### src/rtl/serial_io_pkg.sv
// Shared types and constants for the serial I/O block: UART FSM states and LFSR setup.
// Purely declarative; no logic, no latency, no flow control.
package serial_io_pkg;

  typedef enum logic [1:0] {
    IDLE  = 2'd0,
    START = 2'd1,
    DATA  = 2'd2,
    STOP  = 2'd3
  } uart_state_t;

  localparam int          DATA_BITS = 8;
  localparam logic [15:0] LFSR_SEED = 16'hACE1;
  // x^16 + x^14 + x^13 + x^11 + 1 -> state bits 15, 13, 12, 10
  localparam logic [15:0] LFSR_TAPS = 16'hB400;

  function automatic logic lfsr_feedback(input logic [15:0] l);
    return ^(l & LFSR_TAPS);
  endfunction

endpackage

### src/rtl/uart_bit_timer.sv
// Free-running bit-period counter: full_tick every DIV clocks, half_tick at DIV/2 - 1.
// Combinational ticks from the count register; clear restarts the period; no backpressure.
module uart_bit_timer #(
  parameter int DIV = 208
) (
  input  logic clk,
  input  logic reset,
  input  logic clear,
  output logic full_tick,
  output logic half_tick
);

  localparam int CW = (DIV > 2) ? $clog2(DIV) : 1;
  localparam logic [CW-1:0] LAST = CW'(DIV - 1);
  localparam logic [CW-1:0] HALF = CW'(DIV / 2 - 1);

  logic [CW-1:0] cnt_q, cnt_d;

  assign full_tick = (cnt_q == LAST);
  assign half_tick = (cnt_q == HALF);

  always_comb begin
    cnt_d = cnt_q + CW'(1);
    if (clear || full_tick) cnt_d = '0;
  end

  always_ff @(posedge clk or posedge reset) begin
    if (reset) cnt_q <= '0;
    else       cnt_q <= cnt_d;
  end

endmodule

### src/rtl/serial_io_core.sv
// 8N1 UART TX/RX with valid/ready handshakes plus a 16-bit LFSR random bit.
// TX start bit one cycle after accept; RX byte lands at mid-stop; rx_valid sticky until rx_ready.
module serial_io_core
  import serial_io_pkg::*;
#(
  parameter int CLOCK_RATE = 24000000,
  parameter int BAUD_RATE  = 115200
) (
  input  logic       clk,
  input  logic       reset,
  input  logic       tx_enable,
  input  logic       tx_valid,
  input  logic [7:0] tx_data,
  output logic       tx_out,
  output logic       tx_ready,
  input  logic       rx_enable,
  input  logic       rx_in,
  input  logic       rx_ready,
  output logic [7:0] rx_data,
  output logic       rx_valid,
  output logic       rx_error,
  output logic       rx_overrun,
  output logic       random_bit
);

  localparam int DIV = CLOCK_RATE / BAUD_RATE;
  localparam logic [2:0] LAST_BIT = 3'(DATA_BITS - 1);

  uart_state_t tx_state_q, tx_state_d;
  logic [7:0]  tx_shift_q, tx_shift_d;
  logic [2:0]  tx_idx_q, tx_idx_d;
  logic        tx_out_q, tx_out_d;
  logic        tx_ready_q, tx_ready_d;
  logic        tx_tick, tx_half_unused, tx_timer_clr;

  uart_state_t rx_state_q, rx_state_d;
  logic [1:0]  rx_sync_q, rx_sync_d;
  logic        rx_prev_q, rx_prev_d;
  logic [7:0]  rx_shift_q, rx_shift_d;
  logic [2:0]  rx_idx_q, rx_idx_d;
  logic [7:0]  rx_data_q, rx_data_d;
  logic        rx_valid_q, rx_valid_d;
  logic        rx_error_q, rx_error_d;
  logic        rx_overrun_q, rx_overrun_d;
  logic        rx_line, rx_full, rx_half, rx_timer_clr;

  logic [15:0] lfsr_q, lfsr_d;

  assign tx_timer_clr = (tx_state_q == IDLE);

  uart_bit_timer #(.DIV(DIV)) u_tx_timer (
    .clk       (clk),
    .reset     (reset),
    .clear     (tx_timer_clr),
    .full_tick (tx_tick),
    .half_tick (tx_half_unused)
  );

  uart_bit_timer #(.DIV(DIV)) u_rx_timer (
    .clk       (clk),
    .reset     (reset),
    .clear     (rx_timer_clr),
    .full_tick (rx_full),
    .half_tick (rx_half)
  );

  always_comb begin
    tx_state_d = tx_state_q;
    tx_shift_d = tx_shift_q;
    tx_idx_d   = tx_idx_q;
    tx_out_d   = tx_out_q;
    tx_ready_d = tx_ready_q;
    case (tx_state_q)
      IDLE: begin
        tx_out_d   = 1'b1;
        tx_ready_d = tx_enable;
        if (tx_valid && tx_ready_q) begin
          tx_shift_d = tx_data;
          tx_ready_d = 1'b0;
          tx_out_d   = 1'b0;
          tx_state_d = START;
        end
      end
      START: if (tx_tick) begin
        tx_out_d   = tx_shift_q[0];
        tx_idx_d   = '0;
        tx_state_d = DATA;
      end
      DATA: if (tx_tick) begin
        if (tx_idx_q == LAST_BIT) begin
          tx_out_d   = 1'b1;
          tx_state_d = STOP;
        end else begin
          tx_shift_d = {1'b0, tx_shift_q[7:1]};
          tx_out_d   = tx_shift_q[1];
          tx_idx_d   = tx_idx_q + 3'd1;
        end
      end
      STOP: if (tx_tick) begin
        tx_state_d = IDLE;
        tx_ready_d = tx_enable;
      end
      default: tx_state_d = IDLE;
    endcase
  end

  assign rx_sync_d = {rx_sync_q[0], rx_in};
  assign rx_line   = rx_sync_q[1];
  assign rx_prev_d = rx_line;

  always_comb begin
    rx_state_d   = rx_state_q;
    rx_shift_d   = rx_shift_q;
    rx_idx_d     = rx_idx_q;
    rx_data_d    = rx_data_q;
    rx_valid_d   = rx_valid_q && !rx_ready;
    rx_error_d   = 1'b0;
    rx_overrun_d = 1'b0;
    rx_timer_clr = 1'b0;
    if (!rx_enable) begin
      rx_state_d   = IDLE;
      rx_timer_clr = 1'b1;
    end else begin
      case (rx_state_q)
        IDLE: begin
          rx_timer_clr = 1'b1;
          if (rx_prev_q && !rx_line) rx_state_d = START;
        end
        // Restart the timer at mid-start so later full ticks land mid-bit.
        START: if (rx_half) begin
          if (!rx_line) begin
            rx_state_d   = DATA;
            rx_timer_clr = 1'b1;
            rx_idx_d     = '0;
          end else begin
            rx_state_d = IDLE;
          end
        end
        DATA: if (rx_full) begin
          rx_shift_d = {rx_line, rx_shift_q[7:1]};
          if (rx_idx_q == LAST_BIT) rx_state_d = STOP;
          else                      rx_idx_d   = rx_idx_q + 3'd1;
        end
        STOP: if (rx_full) begin
          rx_state_d = IDLE;
          if (rx_line) begin
            rx_data_d    = rx_shift_q;
            rx_valid_d   = 1'b1;
            rx_overrun_d = rx_valid_q && !rx_ready;
          end else begin
            rx_error_d = 1'b1;
          end
        end
        default: rx_state_d = IDLE;
      endcase
    end
  end

  assign lfsr_d = {lfsr_q[14:0], lfsr_feedback(lfsr_q)};

  always_ff @(posedge clk or posedge reset) begin
    if (reset) begin
      tx_state_q   <= IDLE;
      tx_shift_q   <= '0;
      tx_idx_q     <= '0;
      tx_out_q     <= 1'b1;
      tx_ready_q   <= 1'b0;
      rx_state_q   <= IDLE;
      rx_sync_q    <= 2'b11;
      rx_prev_q    <= 1'b1;
      rx_shift_q   <= '0;
      rx_idx_q     <= '0;
      rx_data_q    <= '0;
      rx_valid_q   <= 1'b0;
      rx_error_q   <= 1'b0;
      rx_overrun_q <= 1'b0;
      lfsr_q       <= LFSR_SEED;
    end else begin
      tx_state_q   <= tx_state_d;
      tx_shift_q   <= tx_shift_d;
      tx_idx_q     <= tx_idx_d;
      tx_out_q     <= tx_out_d;
      tx_ready_q   <= tx_ready_d;
      rx_state_q   <= rx_state_d;
      rx_sync_q    <= rx_sync_d;
      rx_prev_q    <= rx_prev_d;
      rx_shift_q   <= rx_shift_d;
      rx_idx_q     <= rx_idx_d;
      rx_data_q    <= rx_data_d;
      rx_valid_q   <= rx_valid_d;
      rx_error_q   <= rx_error_d;
      rx_overrun_q <= rx_overrun_d;
      lfsr_q       <= lfsr_d;
    end
  end

  assign tx_out     = tx_out_q;
  assign tx_ready   = tx_ready_q;
  assign rx_data    = rx_data_q;
  assign rx_valid   = rx_valid_q;
  assign rx_error   = rx_error_q;
  assign rx_overrun = rx_overrun_q;
  assign random_bit = lfsr_q[0];

endmodule

### config.mk
export PLATFORM = sky130hd
export DESIGN_NAME = serial_io_core
export DESIGN_NICKNAME = d
export VERILOG_FILES = /design/src/rtl/serial_io_pkg.sv /design/src/rtl/uart_bit_timer.sv /design/src/rtl/serial_io_core.sv
export SDC_FILE = /design/constraint.sdc
export NUM_CORES = 1
export LEC_CHECK = 0
export ABC_AREA = 1
export ABC_CLOCK_PERIOD_IN_PS = 2800
export CAP_MARGIN = 20
export CELL_PAD_IN_SITES_DETAIL_PLACEMENT = 1
export CELL_PAD_IN_SITES_GLOBAL_PLACEMENT = 1
export CORE_ASPECT_RATIO = 1.25
export CORE_MARGIN = 1.5
export CORE_UTILIZATION = 43
export DETAILED_ROUTE_END_ITERATION = 6
export GPL_TIMING_DRIVEN = 0
export PLACE_DENSITY_LB_ADDON = 0.1
export SYNTH_ARGS = -nofsm -noshare
export SYNTH_HDL_FRONTEND = slang
export SYNTH_SLANG_ARGS = --single-unit
### constraint.sdc
create_clock -name clk -period 2.8 [get_ports clk]
set_clock_uncertainty 0.1 [all_clocks]
set_input_delay 0.42 -clock clk [delete_from_list [all_inputs] [get_ports clk]]
set_output_delay 0.42 -clock clk [all_outputs]
set_load 0.02 [all_outputs]
* Word-level counts from Yosys, hierarchy flattened
Index checks and enable logic that the tools add are counted.
** Word-level totals
- Register bits :: 74
- Bits of input ports :: 15
- Output and inout bits :: 14
- Word-level logic and storage cells :: 123
** Operators by class
- Add/sub/neg operators :: 4
- Equality and inequality tests :: 26
- Mux-type cells :: 52
- Reductions and logical operators :: 24
** Operator list (count)
- $mux 8 :: 5
- $mux 2 :: 12
- $mux 3 :: 7
- $mux 1 :: 20
- $add 8x1->8 const B :: 2
- $eq 8x8->1 const B :: 2
- $pmux 2 s4 :: 2
- $pmux 8 s2 :: 1
- $reduce_xor 16->1 :: 1
- $ne 2x2->1 const B :: 6
- $pmux 3 s2 :: 2
- $reduce_and 4->1 :: 3
- $reduce_and 5->1 :: 2
- $ne 3x3->1 const B :: 3
- $eq 2x2->1 const B :: 4
- $eq 8x7->1 const B :: 1
- $ne 2x1->1 const B :: 4
- $reduce_bool 2->1 :: 4
- $add 3x1->3 const B :: 2
- $eq 3x3->1 const B :: 2
- $ne 3x2->1 const B :: 2
- $reduce_and 3->1 :: 2
- $reduce_and 6->1 :: 1
- $eq 2x1->1 const B :: 2
- 8 further kinds :: 14

* Logic depth before layout (Yosys ltp)
- Depth after elaboration :: 6
- Depth in mapped cells :: 11
- Gate-level depth less buffers :: 10

* Modules after synthesis
Synthesis repeated with hierarchy kept, for this count alone.
** Unflattened totals
- Cells, all modules :: 363
- Area, all modules :: 3387.0 um^2
** Modules (own cells, without submodules)
- serial_io_core :: times used 1, cells an instance 253, area each 2488.6 um^2, seq. area each 1466.4 um^2
- uart_bit_timer :: times used 2, cells an instance 55, area each 449.2 um^2, seq. area each 200.2 um^2

* Worst setup path before layout
No wires, ideal clock.
- Path type :: flip-flop to flip-flop
- Start point :: register tx_state_q[0]
- End point :: register tx_idx_q[0]
- Library setup time :: 0.120 ns
- Data arrival time :: 1.391 ns
- Slack :: 1.189 ns
- Cell stages (with the launch flop) :: 9
- Buffers on the path :: 1
- Path through :: dfrtp_1 > inv_1 > ha_1 > buf_2 > or2_2 > nand2_1 > nor2_1 > o21ai_0 > inv_1
** Between the ends
- Word-level cells in the longest chain between the ends :: 3
- Elaborated cells between the ends (all ways) :: 8
- Those cells by class :: eq/ne: 5; mux: 1; reduce/logical: 2
** RTL lines
- from (decl) :: RTL line serial_io_core.sv:29 : uart_state_t tx_state_q, tx_state_d;
- from (signal assigned) :: RTL line serial_io_core.sv:179 : tx_state_q <= tx_state_d;
- $eq 2x2->1 or $eq 2x1->1 (tied branches) :: RTL line serial_io_core.sv:73 : case (tx_state_q)
- $ne 2x2->1 (no line) (tied with other cells)
- $reduce_and 4->1 (no line)
- to (signal assigned) :: RTL line serial_io_core.sv:181 : tx_idx_q <= tx_idx_d;
- to (decl) :: RTL line serial_io_core.sv:31 : logic [2:0] tx_idx_q, tx_idx_d;
Several ways; a longest one is shown, not always the timed one.
A chain may end at the register's enable or synchronous reset.

* Worst setup path in the final report
- Start point :: register tx_out_q (netlist: tx_out)
- End point :: output tx_out
** RTL lines
- from (decl) :: RTL line serial_io_core.sv:32 : logic tx_out_q, tx_out_d;
- from (signal assigned) :: RTL line serial_io_core.sv:182 : tx_out_q <= tx_out_d;
- to (decl) :: RTL line serial_io_core.sv:14 : output logic tx_out,
No word-level cell between the ends.

==> results.tsv <==
stage	metric	value	unit
route	vias_per_cell	4.86	
global_routing	grt_pass1_vias	2571	
layout	fin_nets	418	
critical_path	cp_max_fo	2	
critical_path	cp.required	2.28	ns
die	initial_core_util	44.9	%
layout	fin_util	53.6	%
sta	setup_violations	0	
route	antenna_left	0	
clock_network	worstSkewPairLatency	0.34	ns
layout	antenna_cells	0	
critical_path	worstSetupPathType	register to output pin	
critical_path	crit_chain	clkdlybuf4s50_1	
sta	rsz0062_at_grt	false	
clock_network	clk_pin_slew	0.08	ns
die	io_pins	29	
pwr	leakage	1.98	nW
pwr	ir_drop	0.000285	V
place	detailedPlace.worstSlack	0.772	ns
synthesis	synth_seq_area_share	55.8	%
layout	final_cells	490	
layout	drive_gt1_share	19.1	%
synthesis	synth_cells	353	
sta	hold_violations	0	
sta	drv_slew	0	
global_routing	antenna_found_initial	0	
synthesis	synth_top_area_share	46.4	%
worst_hold_path	hp-class	register to register	
critical_path	cp.arrival	1.49	ns
synthesis	synth_top_area_cell	dfrtp_1	
synthesis	synth_edf_count	0	
clock_network	cts_buffers	9	
place	port_buffers	28	
sta	fin_crit_sh	71.9	%
synthesis	synthSimpleGateAreaFrac	24.4	%
sta	period_minus_slack	2.01	ns
critical_path	reg2reg_from	tx_state_q[0]$_DFFE_PP0P_	
sta	fin_ws	0.786	ns
critical_path	crit_end	tx_out	
die	num_rows	35	
clock_network	postCtsSetupRepairBufs	0	
clock_network	cts-htree-levels	3	
clock_network	clockRootBuffer	clkbuf_8	
critical_path	critPathTopFamily	buffers and inverters	
synthesis	muxShareOfSynthArea	0	%
global_routing	grt_remaining_overflow	0	
synthesis	synth_seq_cells	74	
layout	area_growth	19.3	%
clock_network	cts_max_path_buffers	2	
route	first_pass_iters	4	
route	wl_per_cell	13.5	um
synthesis	syn_area	3340	um2
critical_path	critPathLaunchType	register	
critical_path	crit_start	tx_out$_DFFE_PP1P_	
synthesis	yosysWarningCount	0	
critical_path	reg2reg_slack	0.92	ns
route	wl	6630	um
synthesis	syn-num-nets	378	
clock_network	cts.repair.resized	0	
synthesis	yosys.area_share.adder	3.74	%
global_routing	grt_util_all_layers	18.9	%
critical_path	r2r_cells	9	
critical_path	slowest_stage	clkdlybuf4s50_1	
critical_path	r2r_end	tx_idx_q[0]$_DFFE_PP0P_	
global_routing	grt_max_degree	61	
outcome	status	finished clean	
place	dp_hpwl	4850	um
clock_network	cts_tree	yes	
die	die_x	81.9	um
die	fp.dieH	102	um
synthesis	synth_ff_type	dfrtp_1	
critical_path	cp.depth	1	
synthesis	netlist_top_cells_area	dfrtp_1 46%, nand2_1 11%, dfstp_2 9.4%, inv_1 4.4%, ha_1 3.7%	
sta	clock.fmax	0.497	GHz
route	drc_errors	0	
clock_network	cts.sinks	74	
critical_path	cp-end-kind	output pin	
synthesis	syn_avg_cell_area	9.47	um2
place	gp_congestion	0.830	
global_routing	grt_pass1_wl	12000	um
clock_network	ctsHoldBuffers	0	
critical_path	cpPeakStageDelay	0.62	ns
sta	fin_hold_ws	0.255	ns
sta	worstMarginPinSlew	0.403	ns
critical_path	crit_buf_inv	1	
die	core	7440	um2
synthesis	synth_top_family_by_area	simple AND/OR/NAND/NOR gates	
pwr	p_per_area	585	nW/um2
synthesis	synthArstFlopShare	100	%
place	dp_cells	474	
die	dieArea	8320	um2
synthesis	yosysUniqueCellTypes	37	
route	dr.first_iter.drc_count	138	
run	drv_cap	0	
synthesis	synth_compound_area_share	8.76	%
sta	slew_headroom	72.9	%
synthesis	synthXorXnorAreaFrac	0.786	%
route	vias	2382	
## worst min path at each step
stage / startpoint / endpoint / slack, ns / cells after the start
finish: lfsr_q[1]$_DFF_PP0_ / lfsr_q[2]$_DFF_PP0_ / 0.25 / 0
global placement: lfsr_q[1]$_DFF_PP0_ / lfsr_q[2]$_DFF_PP0_ / 0.24 / 0
CTS: lfsr_q[3]$_DFF_PP0_ / lfsr_q[4]$_DFF_PP0_ / 0.26 / 0
floorplan: lfsr_q[1]$_DFF_PP0_ / lfsr_q[2]$_DFF_PP0_ / 0.23 / 0
detailed placement: lfsr_q[3]$_DFF_PP0_ / lfsr_q[4]$_DFF_PP0_ / 0.24 / 0
global route: reset / rx_valid$_DFF_PP0_ / 0.26 / 2
## state kept, by name (all words and copies together), names as in the netlist
name,cells
rx_valid,1
rx_shift_q,8
tx_ready,1
u_rx_timer.cnt_q,8
tx_out,1
rx_data,8
tx_state_q,2
tx_shift_q,8
u_tx_timer.cnt_q,8
lfsr_q,16
rx_state_q,2
rx_prev_q,1
tx_idx_q,3
rx_idx_q,3
rx_sync_q,2
rx_error,1
rx_overrun,1
## cell type report
| type | count | area [um2] |
|---|---|---|
| fill | 882 | 3460 |
| sequential | 74 | 1870 |
| multi-input combinational | 228 | 1260 |
| timing repair buffer | 29 | 308 |
| inverter | 46 | 178 |
| clock buffer | 10 | 128 |
| tap | 92 | 115 |
| clock inverter | 6 | 91.3 |
| buffer | 5 | 42.5 |
## cell usage in the layout, fill, tap and decap left out, types with 3 or more instances in the layout
| master | instances |
|---|---|
| nand2_1 | 99 |
| dfrtp_1 | 62 |
| inv_1 | 38 |
| nor2_1 | 31 |
| clkdlybuf4s50_1 | 28 |
| o21ai_0 | 16 |
| dfstp_2 | 12 |
| ha_1 | 10 |
| nand3_1 | 9 |
| o21ai_2 | 9 |
| clkbuf_8 | 9 |
| a21oi_1 | 8 |
| inv_2 | 6 |
| o21ai_1 | 6 |
| nor3_2 | 5 |
| nand2_2 | 4 |
| a21oi_2 | 4 |
| nor2_2 | 3 |
| buf_6 | 3 |
| nor3_1 | 3 |
| clkinvlp_4 | 3 |
## synthesized netlist by cell type, types with 5 or more instances
| library cell | instances |
|---|---|
| nor2_1 | 31 |
| nand3_1 | 9 |
| nand2_1 | 99 |
| o21ai_0 | 16 |
| a21oi_1 | 8 |
| inv_1 | 39 |
| o21ai_2 | 9 |
| dfstp_2 | 12 |
| ha_1 | 10 |
| inv_2 | 6 |
| o21ai_1 | 6 |
| dfrtp_1 | 62 |
| nor3_2 | 5 |
## metrics by stage
stage	TNS (ns)	power (W)	cell area (um2)
after floorplan	0	0.00136	3340
after global placement	-50.87	0.00142	3740
after detailed placement	0	0.00144	3770
after CTS	0	0.00237	3990
after global routing	0	0.00246	3990
final	0	0.00233	3990
## per-layer routing
layer  routed length, um  vias to the layer above  global-route usage (%)
li1                    -                     1190                       -
met1                2930                     1157                    23.8
met2                3420                       28                    32.0
met3                 192                        7                    4.68
met4                  89                        0                    5.48
met5                   0                        -                       0
## power by group
group / switching (W) / leakage [nW] / total (W) / internal [W]
logic: 0.000183 / 0.949 / 0.000279 / 0.0000962
clock network: 0.000412 / 0.0991 / 0.000917 / 0.000505
registers: 0.0000386 / 0.927 / 0.00114 / 0.00110
## cells by family (layout without fill, tap and decap cells)
kind of cell	Yosys count	in the layout
simple gates	170	170
buf+inv	51	96
fa+ha+maj	10	10
compound gates	45	45
flops	74	74
xor+xnor	3	3
## worst register-to-register path, cell delays in order, from the launching register on
cell and delay [ns]:
dfrtp_1 0.42, inv_1 0.10, ha_1 0.19, buf_2 0.22, or2_2 0.16, nand2_1 0.06
nor2_1 0.26, o21ai_0 0.13, o21ai_0 0.09, inv_1 0.05
No activity file was read; power rests on OpenSTA's default activity.
